## src/rtl/fifo_uart_tx_drain.sv

```systemverilog
// FIFO drain: pops 16-bit words and sends them as two UART bytes.
// Build option: UART_TX_PARITY_EN adds an even-parity bit per byte.
`timescale 1ns/1ps

module fifo_uart_tx_drain #(
  parameter int c_CLKS_PER_BIT   = 217,
  parameter int c_LOW_BYTE_FIRST = 1
) (
  input  logic        i_Clock,
  input  logic        i_Reset_n,
  input  logic        i_Enable,
  input  logic        i_Fifo_Empty,
  output logic        o_Read_En,
  input  logic [15:0] i_Data_In,
  output logic        o_Tx_Serial,
  output logic        o_Tx_Active,
  output logic        o_Tx_Done,
  output logic [15:0] o_Word_Count
);

  localparam int BAUD_W = $clog2(c_CLKS_PER_BIT);
  localparam logic [BAUD_W-1:0] BAUD_LAST =
    BAUD_W'(c_CLKS_PER_BIT - 1);

  typedef enum logic [2:0] {
    S_IDLE      = 3'd0,
    S_READ_WAIT = 3'd1,
    S_START     = 3'd2,
    S_DATA      = 3'd3,
`ifdef UART_TX_PARITY_EN
    S_PARITY    = 3'd4,
`endif
    S_STOP      = 3'd5,
    S_DONE      = 3'd6
  } state_t;

  state_t state_q, state_d;

  logic [BAUD_W-1:0] baud_q, baud_d;
  logic [2:0]        bit_q, bit_d;
  logic              byte_q, byte_d;
  logic [15:0]       word_q, word_d;
  logic [15:0]       count_q, count_d;

  logic       read_en;
  logic       tx_serial;
  logic       tx_active;
  logic       tx_done;
  logic       baud_last;
  logic       hi_sel;
  logic [7:0] cur_byte;

  always_ff @(posedge i_Clock) begin
    if (!i_Reset_n) begin
      state_q <= S_IDLE;
      baud_q  <= '0;
      bit_q   <= '0;
      byte_q  <= 1'b0;
      word_q  <= '0;
      count_q <= '0;
    end else begin
      state_q <= state_d;
      baud_q  <= baud_d;
      bit_q   <= bit_d;
      byte_q  <= byte_d;
      word_q  <= word_d;
      count_q <= count_d;
    end
  end

  // byte index 0 maps to the low byte unless the order is reversed
  always_comb begin
    hi_sel = (c_LOW_BYTE_FIRST != 0) ? byte_q : ~byte_q;
    cur_byte = hi_sel ? word_q[15:8] : word_q[7:0];
    baud_last = (baud_q == BAUD_LAST);
  end

  always_comb begin
    state_d   = state_q;
    baud_d    = baud_q;
    bit_d     = bit_q;
    byte_d    = byte_q;
    word_d    = word_q;
    count_d   = count_q;
    read_en   = 1'b0;
    tx_serial = 1'b1;
    tx_active = 1'b0;
    tx_done   = 1'b0;

    unique case (state_q)
      S_IDLE: begin
        // no pop while reset is held, so no word is lost
        if (i_Enable && !i_Fifo_Empty && i_Reset_n) begin
          read_en = 1'b1;
          state_d = S_READ_WAIT;
        end
      end

      S_READ_WAIT: begin
        word_d  = i_Data_In;
        byte_d  = 1'b0;
        baud_d  = '0;
        bit_d   = '0;
        state_d = S_START;
      end

      S_START: begin
        tx_serial = 1'b0;
        tx_active = 1'b1;
        if (baud_last) begin
          baud_d  = '0;
          bit_d   = '0;
          state_d = S_DATA;
        end else begin
          baud_d = baud_q + 1'b1;
        end
      end

      S_DATA: begin
        tx_serial = cur_byte[bit_q];
        tx_active = 1'b1;
        if (baud_last) begin
          baud_d = '0;
          if (bit_q == 3'd7) begin
            bit_d = '0;
`ifdef UART_TX_PARITY_EN
            state_d = S_PARITY;
`else
            state_d = S_STOP;
`endif
          end else begin
            bit_d = bit_q + 3'd1;
          end
        end else begin
          baud_d = baud_q + 1'b1;
        end
      end

`ifdef UART_TX_PARITY_EN
      S_PARITY: begin
        tx_serial = ^cur_byte;
        tx_active = 1'b1;
        if (baud_last) begin
          baud_d  = '0;
          state_d = S_STOP;
        end else begin
          baud_d = baud_q + 1'b1;
        end
      end
`endif

      S_STOP: begin
        tx_serial = 1'b1;
        tx_active = 1'b1;
        if (baud_last) begin
          baud_d = '0;
          if (!byte_q) begin
            byte_d  = 1'b1;
            state_d = S_START;
          end else begin
            state_d = S_DONE;
          end
        end else begin
          baud_d = baud_q + 1'b1;
        end
      end

      S_DONE: begin
        tx_done = 1'b1;
        count_d = count_q + 16'd1;
        state_d = S_IDLE;
      end

      default: begin
        state_d = S_IDLE;
      end
    endcase
  end

  assign o_Read_En    = read_en;
  assign o_Tx_Serial  = tx_serial;
  assign o_Tx_Active  = tx_active;
  assign o_Tx_Done    = tx_done;
  assign o_Word_Count = count_q;

endmodule

```

## config.mk

```make
export PLATFORM = sky130hd
export DESIGN_NAME = fifo_uart_tx_drain
export DESIGN_NICKNAME = d
export VERILOG_FILES = /design/src/rtl/fifo_uart_tx_drain.sv
export SDC_FILE = /design/constraint.sdc
export NUM_CORES = 1
export LEC_CHECK = 0
export BUFFER_PORTS_ARGS = -buffer_cell sky130_fd_sc_hd__buf_2
export CORE_MARGIN = 2
export CORE_UTILIZATION = 45
export DETAILED_ROUTE_END_ITERATION = 8
export PLACE_DENSITY = 0.68
export SETUP_SLACK_MARGIN = 0.2
export SLEW_MARGIN = 40
export SYNTH_ARGS = -nofsm -noshare
export SYNTH_HDL_FRONTEND = slang
export SYNTH_SLANG_ARGS = --single-unit
```

## constraint.sdc

```tcl
create_clock -name i_Clock -period 2.66 [get_ports i_Clock]
set_clock_uncertainty 0.1 [all_clocks]
set_input_delay 0.665 -clock i_Clock [delete_from_list [all_inputs] [get_ports i_Clock]]
set_output_delay 0.665 -clock i_Clock [all_outputs]
set_load 0.03 [all_outputs]
```

==> run_results.csv, run 1 <==
group,metric,value,unit
floorplan,num_rows,25,
clock_network,clk_pin_slew,0.08,ns
placement,dp.cells,356,
clock_network,h-tree-depth,2,
cells_and_area,layout_common_cells,"nand2_1 (50), dfxtp_1 (45), buf_2 (38), a21oi_1 (25), nor2_1 (19)",
global_routing,grt_pass1_vias,1724,
clock_network,clk_latency,0.29,ns
clock_network,clock_path_buffers,2,
synthesis,async_flop_share,0,%
clock_network,cts_tree,"yes",
sta,worstMarginPinSlew,0.671,ns
sta,slew_viol_final,0,
global_routing,grt_pass1_wl,7570,um
cells_and_area,fillers,478,
floorplan,die_area,5540,um^2
placement,io_buffer_count,39,
sta,finalHoldViolCount,0,
power,ir_drop,311,uV
cells_and_area,num_antenna_cells,0,
critical_path,reg2reg_depth,4,
synthesis,synth.avg_cell_area,8.46,um^2
cells_and_area,final_core_util,54.5,%
drt,wl,4570,um
synthesis,syn_area,2230,um^2
synthesis,ys_ff_latch,47,
drt,vias,1938,
clock_network,hold_buffers,0,
floorplan,io_pins,40,
sta,finalSetupTns,0,ns
worst_hold_path,min_path_cells,2,
global_routing,grt_start_max_net_pins,35,
floorplan,die_y,74.5,um
drt,drt-initial-drc-count,79,
worst_hold_path,min_path_type,"flop to flop",
sta,timing.fmax,386,MHz
synthesis,ys_seq_area_share,42.1,%
sta,setup_viol_count_final,0,
drt,remaining_drc_errors,0,
critical_path,start_kind,"flop",
placement,dpl.hpwl,3250,um
cells_and_area,final_cells,366,
clock_network,cts_buffers,5,
synthesis,synth_edf_count,0,
floorplan,fp.dieW,74.5,um
floorplan,core_area,4750,um^2
synthesis,syn_nets,289,
critical_path,cp.required,1.89,ns
cells_and_area,area_delta_synth_final,16.0,%
global_routing,antenna_found_initial,0,
power,p_per_area,487,nW/um^2
placement,gp_congestion,0.793,
sta,finalCritPeriodShare,97.3,%
run,maxCapViolCount,0,
sta,worst_slack,0.0705,ns
placement,pre_cts_ws,0.212,ns
drt,first_pass_iters,5,
drt,wire_per_inst,12.5,um
clock_network,cts_sinks,47,
critical_path,worstPathMaxFanout,3,
global_routing,grt.total_usage,17.4,%
cells_and_area,layout-drive-gt1-share,22.1,%
floorplan,start_util,47.0,%
critical_path,critPathKind,"flop to output pin",
synthesis,synth_ff_type,"dfxtp_1",
drt,viasPerCell,5.30,
synthesis,ys_types,44,
cells_and_area,layout_commonest_cell,"nand2_1",
global_routing,grt.overflow.total,0,
run_status,status,"completed",
synthesis,synthCells,264,
synthesis,ys.warnings.count,0,
sta,rsz0062_at_grt,"yes",
power,leakage,1.01,nW
drt,detail-route-antenna-nets,0,
clock_network,root_buffer,"clkbuf_8",
critical_path,critPathCaptureType,"output pin",
cells_and_area,final_nets,323,
critical_path,cp.arrival,1.82,ns
sta,max-slew-margin-rel,55.2,%
power,finalPower,1.26,mW
sta,fin_crit,2.59,ns
==> synthesized netlist by cell type (2+ instances only) <==
cell,n,area [um^2]
a21oi_1,25,125
a22o_1,3,26.3
a311oi_1,3,26.3
a41oi_1,3,26.3
and3_1,4,25.0
buf_2,4,20.0
clkbuf_1,11,41.3
dfxtp_1,47,941
ha_1,5,62.6
inv_1,6,22.5
mux2i_1,6,60.1
mux4_2,3,67.6
nand2_1,50,188
nand2b_1,5,31.3
nand3_1,11,55.1
nand3b_1,3,22.5
nand4_1,6,37.5
nor2_1,20,75.1
nor3_1,3,15.0
nor4_1,3,18.8
o21ai_0,5,25.0
or2_2,2,12.5
or3_1,4,25.0
xnor2_1,4,35.0
xor2_1,9,78.8
==> cells by family after synthesis <==
group           after synthesis  synth area share [%]
simple gates                121                  26.7
mux                          10                  6.22
compound gates               46                  13.2
fa+ha+maj                     5                  2.80
xor+xnor                     13                  5.10
buf+inv                      22                  3.92
flops                        47                  42.1
==> repair_timing <==
item / 4_1_cts / 5_1_grt
setup endpoints to repair: 1 / 1
pin swaps: 0 / 0
resized for setup: 5 / 2
buffers inserted: 2 / 0
==> routing by layer <==
metal  part of all wire (%)  GRT usage (%)
met4                   0.44           4.17
met3                    3.2           4.47
met2                     48           29.7
met5                      0              0
met1                     48           22.1
==> area by class of cell <==
class / instances / area [um^2] / area share (%)
Multi-Input combinational cell: 195 / 1230 / 47.5
Sequential cell: 47 / 946 / 36.5
Timing Repair Buffer: 42 / 220 / 8.50
Tap cell: 67 / 83.8 / 3.24
Clock buffer: 6 / 72.6 / 2.80
Inverter: 7 / 26.3 / 1.01
Clock inverter: 2 / 12.5 / 0.483
==> critical path: stages (launching register included) <==
cell and delay (ns):
dfxtp_4 0.37, mux4_2 0.49, mux2_4 0.28, nand3_2 0.08, o311ai_2 0.12, buf_4 0.19
==> where the power goes <==
group | leakage [nW] | total [mW] | internal [mW] | switching, mW
Clock | 0.0412 | 0.418 | 0.184 | 0.234
Combinational | 0.588 | 0.111 | 0.0438 | 0.0671
Sequential | 0.381 | 0.734 | 0.717 | 0.0166
==> through the flow <==
step | cell area, um^2 | hold slack [ns]
6_report | 2590 | 0.357
5_1_grt | 2590 | 0.382
4_1_cts | 2590 | 0.362
3_5_place_dp | 2470 | 0.350
3_3_place_gp | 2460 | 0.345
2_1_floorplan | 2240 | 0.333
==> registers in the layout (all words and copies together) (netlist names) <==
| signal | flops |
|---|---|
| baud_q | 8 |
| o_Word_Count | 16 |
| word_q | 16 |
| bit_q | 3 |
| state_q | 3 |
| byte_q | 1 |
==> path summary, 6_finish.rpt <==
path / startpoint / to / slack (ns)
hold / removal: word_q[12] / word_q[12] / 0.36
setup / recovery: bit_q[1] / o_Tx_Serial / 0.07
hold reg to reg: word_q[12] / word_q[12] / 0.36
setup reg to reg: state_q[0] / baud_q[4] / 0.58
No activity file was read; power rests on OpenSTA's default activity.
==> inputs of run 2 (changes only) <==
--- a/config.mk
+++ b/config.mk
@@ -7,10 +7,10 @@
 export LEC_CHECK = 0
 export BUFFER_PORTS_ARGS = -buffer_cell sky130_fd_sc_hd__buf_2
 export CORE_MARGIN = 2
-export CORE_UTILIZATION = 45
+export CORE_UTILIZATION = 55
 export DETAILED_ROUTE_END_ITERATION = 8
-export PLACE_DENSITY = 0.68
-export SETUP_SLACK_MARGIN = 0.2
+export PLACE_DENSITY = 0.8
+export SETUP_SLACK_MARGIN = 0.15
 export SLEW_MARGIN = 40
 export SYNTH_ARGS = -nofsm -noshare
 export SYNTH_HDL_FRONTEND = slang
==> run 2 against run 1 <==
Setup slack better by 0.012 ns. Via count is 1.8% lower. Cell count is 5.5% lower. Count of clock-buffer cells in the layout stayed put. Register-to-register slack hardly changed. Die area is 17% lower. Flip-flop and latch count stayed put. Global-route usage is 3.9 points higher. Maximum frequency is 0.45% higher. Combinational power hardly changed.
==> run_results.csv, run 2 (synthesis gave the netlist of run 1 again) <==
group,metric,value,unit
global_routing,grtUsageMet3,5.33,%
floorplan,die_y,67.7,um
global_routing,grt_pass1_vias,1705,
sta,hold_ws,0.362,ns
drt,first_pass_iters,4,
global_routing,gr-usage-met2,34.1,%
sta,rsz0062_at_grt,"yes",
clock_network,cts_buffers,5,
drt,viasPerCell,5.50,
clock_network,clk_pin_slew,0.07,ns
drt,vias,1904,
global_routing,antenna_found_initial,0,
global_routing,busiest_layer,"met2",
critical_path,reg2reg_depth,4,
sta,max-slew-margin-rel,59.0,%
global_routing,grt.overflow.total,0,
critical_path,path_cells,"mux4_2 -> mux2_4 -> nand3_2 -> o311ai_2 -> buf_4",
clock_network,root_buffer,"clkbuf_8",
sta,timing.fmax,388,MHz
sta,finalCritPeriodShare,96.9,%
power,seq_power_share,59.2,%
cells_and_area,layout_commonest_cell,"nand2_1",
cells_and_area,final_nets,322,
sta,worstMarginPinSlew,0.609,ns
power,p_sw_share,24.4,%
placement,dpl.hpwl,3150,um
floorplan,fp.dieW,67.7,um
clock_network,clock_path_buffers,2,
floorplan,die_area,4590,um^2
critical_path,worst_path_max_delay_cell,"mux4_2",
critical_path,cp.required,1.89,ns
power,p_comb_share,8.9,%
sta,setup_viol_count_final,0,
clock_network,clk_latency,0.29,ns
power,leakage,1.00,nW
floorplan,io_pins,40,
critical_path,start_kind,"flop",
cells_and_area,final_area,2550,um^2
critical_path,critPathCaptureType,"output pin",
power,p_switching,302,uW
cells_and_area,layout-drive-gt1-share,21.3,%
clock_network,h-tree-depth,2,
global_routing,grt_pass1_wl,7410,um
placement,io_buffer_count,39,
cells_and_area,num_antenna_cells,0,
global_routing,grtUsageMet1,27.6,%
placement,gp_congestion,0.814,
drt,remaining_drc_errors,0,
power,ir_drop,385,uV
sta,finalHoldViolCount,0,
power,p_per_area,486,nW/um^2
drt,wl,4440,um
sta,fin_crit,2.58,ns
critical_path,crit_path_max_incr_delay,0.49,ns
power,p_int,937,uW
floorplan,num_rows,23,
drt,detail-route-antenna-nets,0,
sta,slew_viol_final,0,
cells_and_area,area_delta_synth_final,14.2,%
clock_network,cts_sinks,47,
cells_and_area,final_core_util,64.7,%
clock_network,cts_tree,"yes",
floorplan,core_area,3940,um^2
worst_hold_path,min_path_cells,2,
placement,place_area,2450,um^2
critical_path,cp.arrival,1.81,ns
drt,drt-initial-drc-count,84,
critical_path,worstPathMaxFanout,3,
floorplan,start_util,56.6,%
run_status,status,"completed",
global_routing,grt.total_usage,21.3,%
cells_and_area,layout_common_cells,"nand2_1 (50), dfxtp_1 (45), buf_2 (38), a21oi_1 (25), nor2_1 (19)",
drt,wire_per_inst,12.8,um
sta,finalSetupTns,0,ns
run,maxCapViolCount,0,
power,p_clk_share,31.9,%
global_routing,grt_start_max_net_pins,35,
worst_hold_path,min_path_type,"flop to flop",
critical_path,critPathKind,"flop to output pin",
[run 2: final cells by class]
type | instances | area [um^2]
inverters | 7 | 26.3
multi-input cells | 195 | 1230
repair buffers | 41 | 213
clock buffers | 6 | 72.6
well taps | 50 | 62.6
fillers | 332 | 1390
flip-flops and latches | 47 | 946
[run 2: timing repair]
item / 4_1_cts / 5_1_grt
endpoints found under the hold margin: 0 / 0
gates resized for setup: 4 / 3
hold buffers: 0 / 0
buffers inserted: 1 / 0
endpoints found under the setup margin: 1 / 1
[run 2: worst max-delay path: cells and delay by family (launching register included)]
kind                   cells  cell delay, ns
buffers and inverters      1            0.19
AOI/OAI and AO/OA          1            0.11
and+or+nand+nor            1            0.08
muxes                      2            0.77
DFF                        1            0.37
[run 2: worst paths after layout]
| check | start | to | slack [ns] |
|---|---|---|---|
| worst max-delay path | bit_q[1] | o_Tx_Serial | 0.08 |
| worst min register to register | word_q[13] | word_q[13] | 0.36 |
| worst max register to register | state_q[0] | baud_q[4] | 0.59 |
| worst min-delay path | word_q[13] | word_q[13] | 0.36 |
[run 2: through the flow]
stage / power (mW) / instances / setup slack [ns]
after floorplan: 0.825 / 264 / 0.187
after global placement: 0.856 / 339 / 0.235
after detailed placement: 0.859 / 339 / 0.217
after CTS: 1.25 / 346 / 0.0900
after global routing: 1.29 / 346 / 0.0199
final: 1.24 / 346 / 0.0822
[run 2: per-layer routing]
layer  wire, um  up-vias
met5          0        -
met4         50        0
met3        201        4
met2       2090       31
met1       2100      883
li1           -      986
[run 2: power groups by stage]
stage	Clock [mW]	Sequential, mW	Combinational [mW]
finish	0.395	0.734	0.110
detailed placement	0	0.751	0.109
global route	0.429	0.737	0.125
floorplan	0	0.742	0.0829
global placement	0	0.750	0.106
CTS	0.403	0.733	0.110
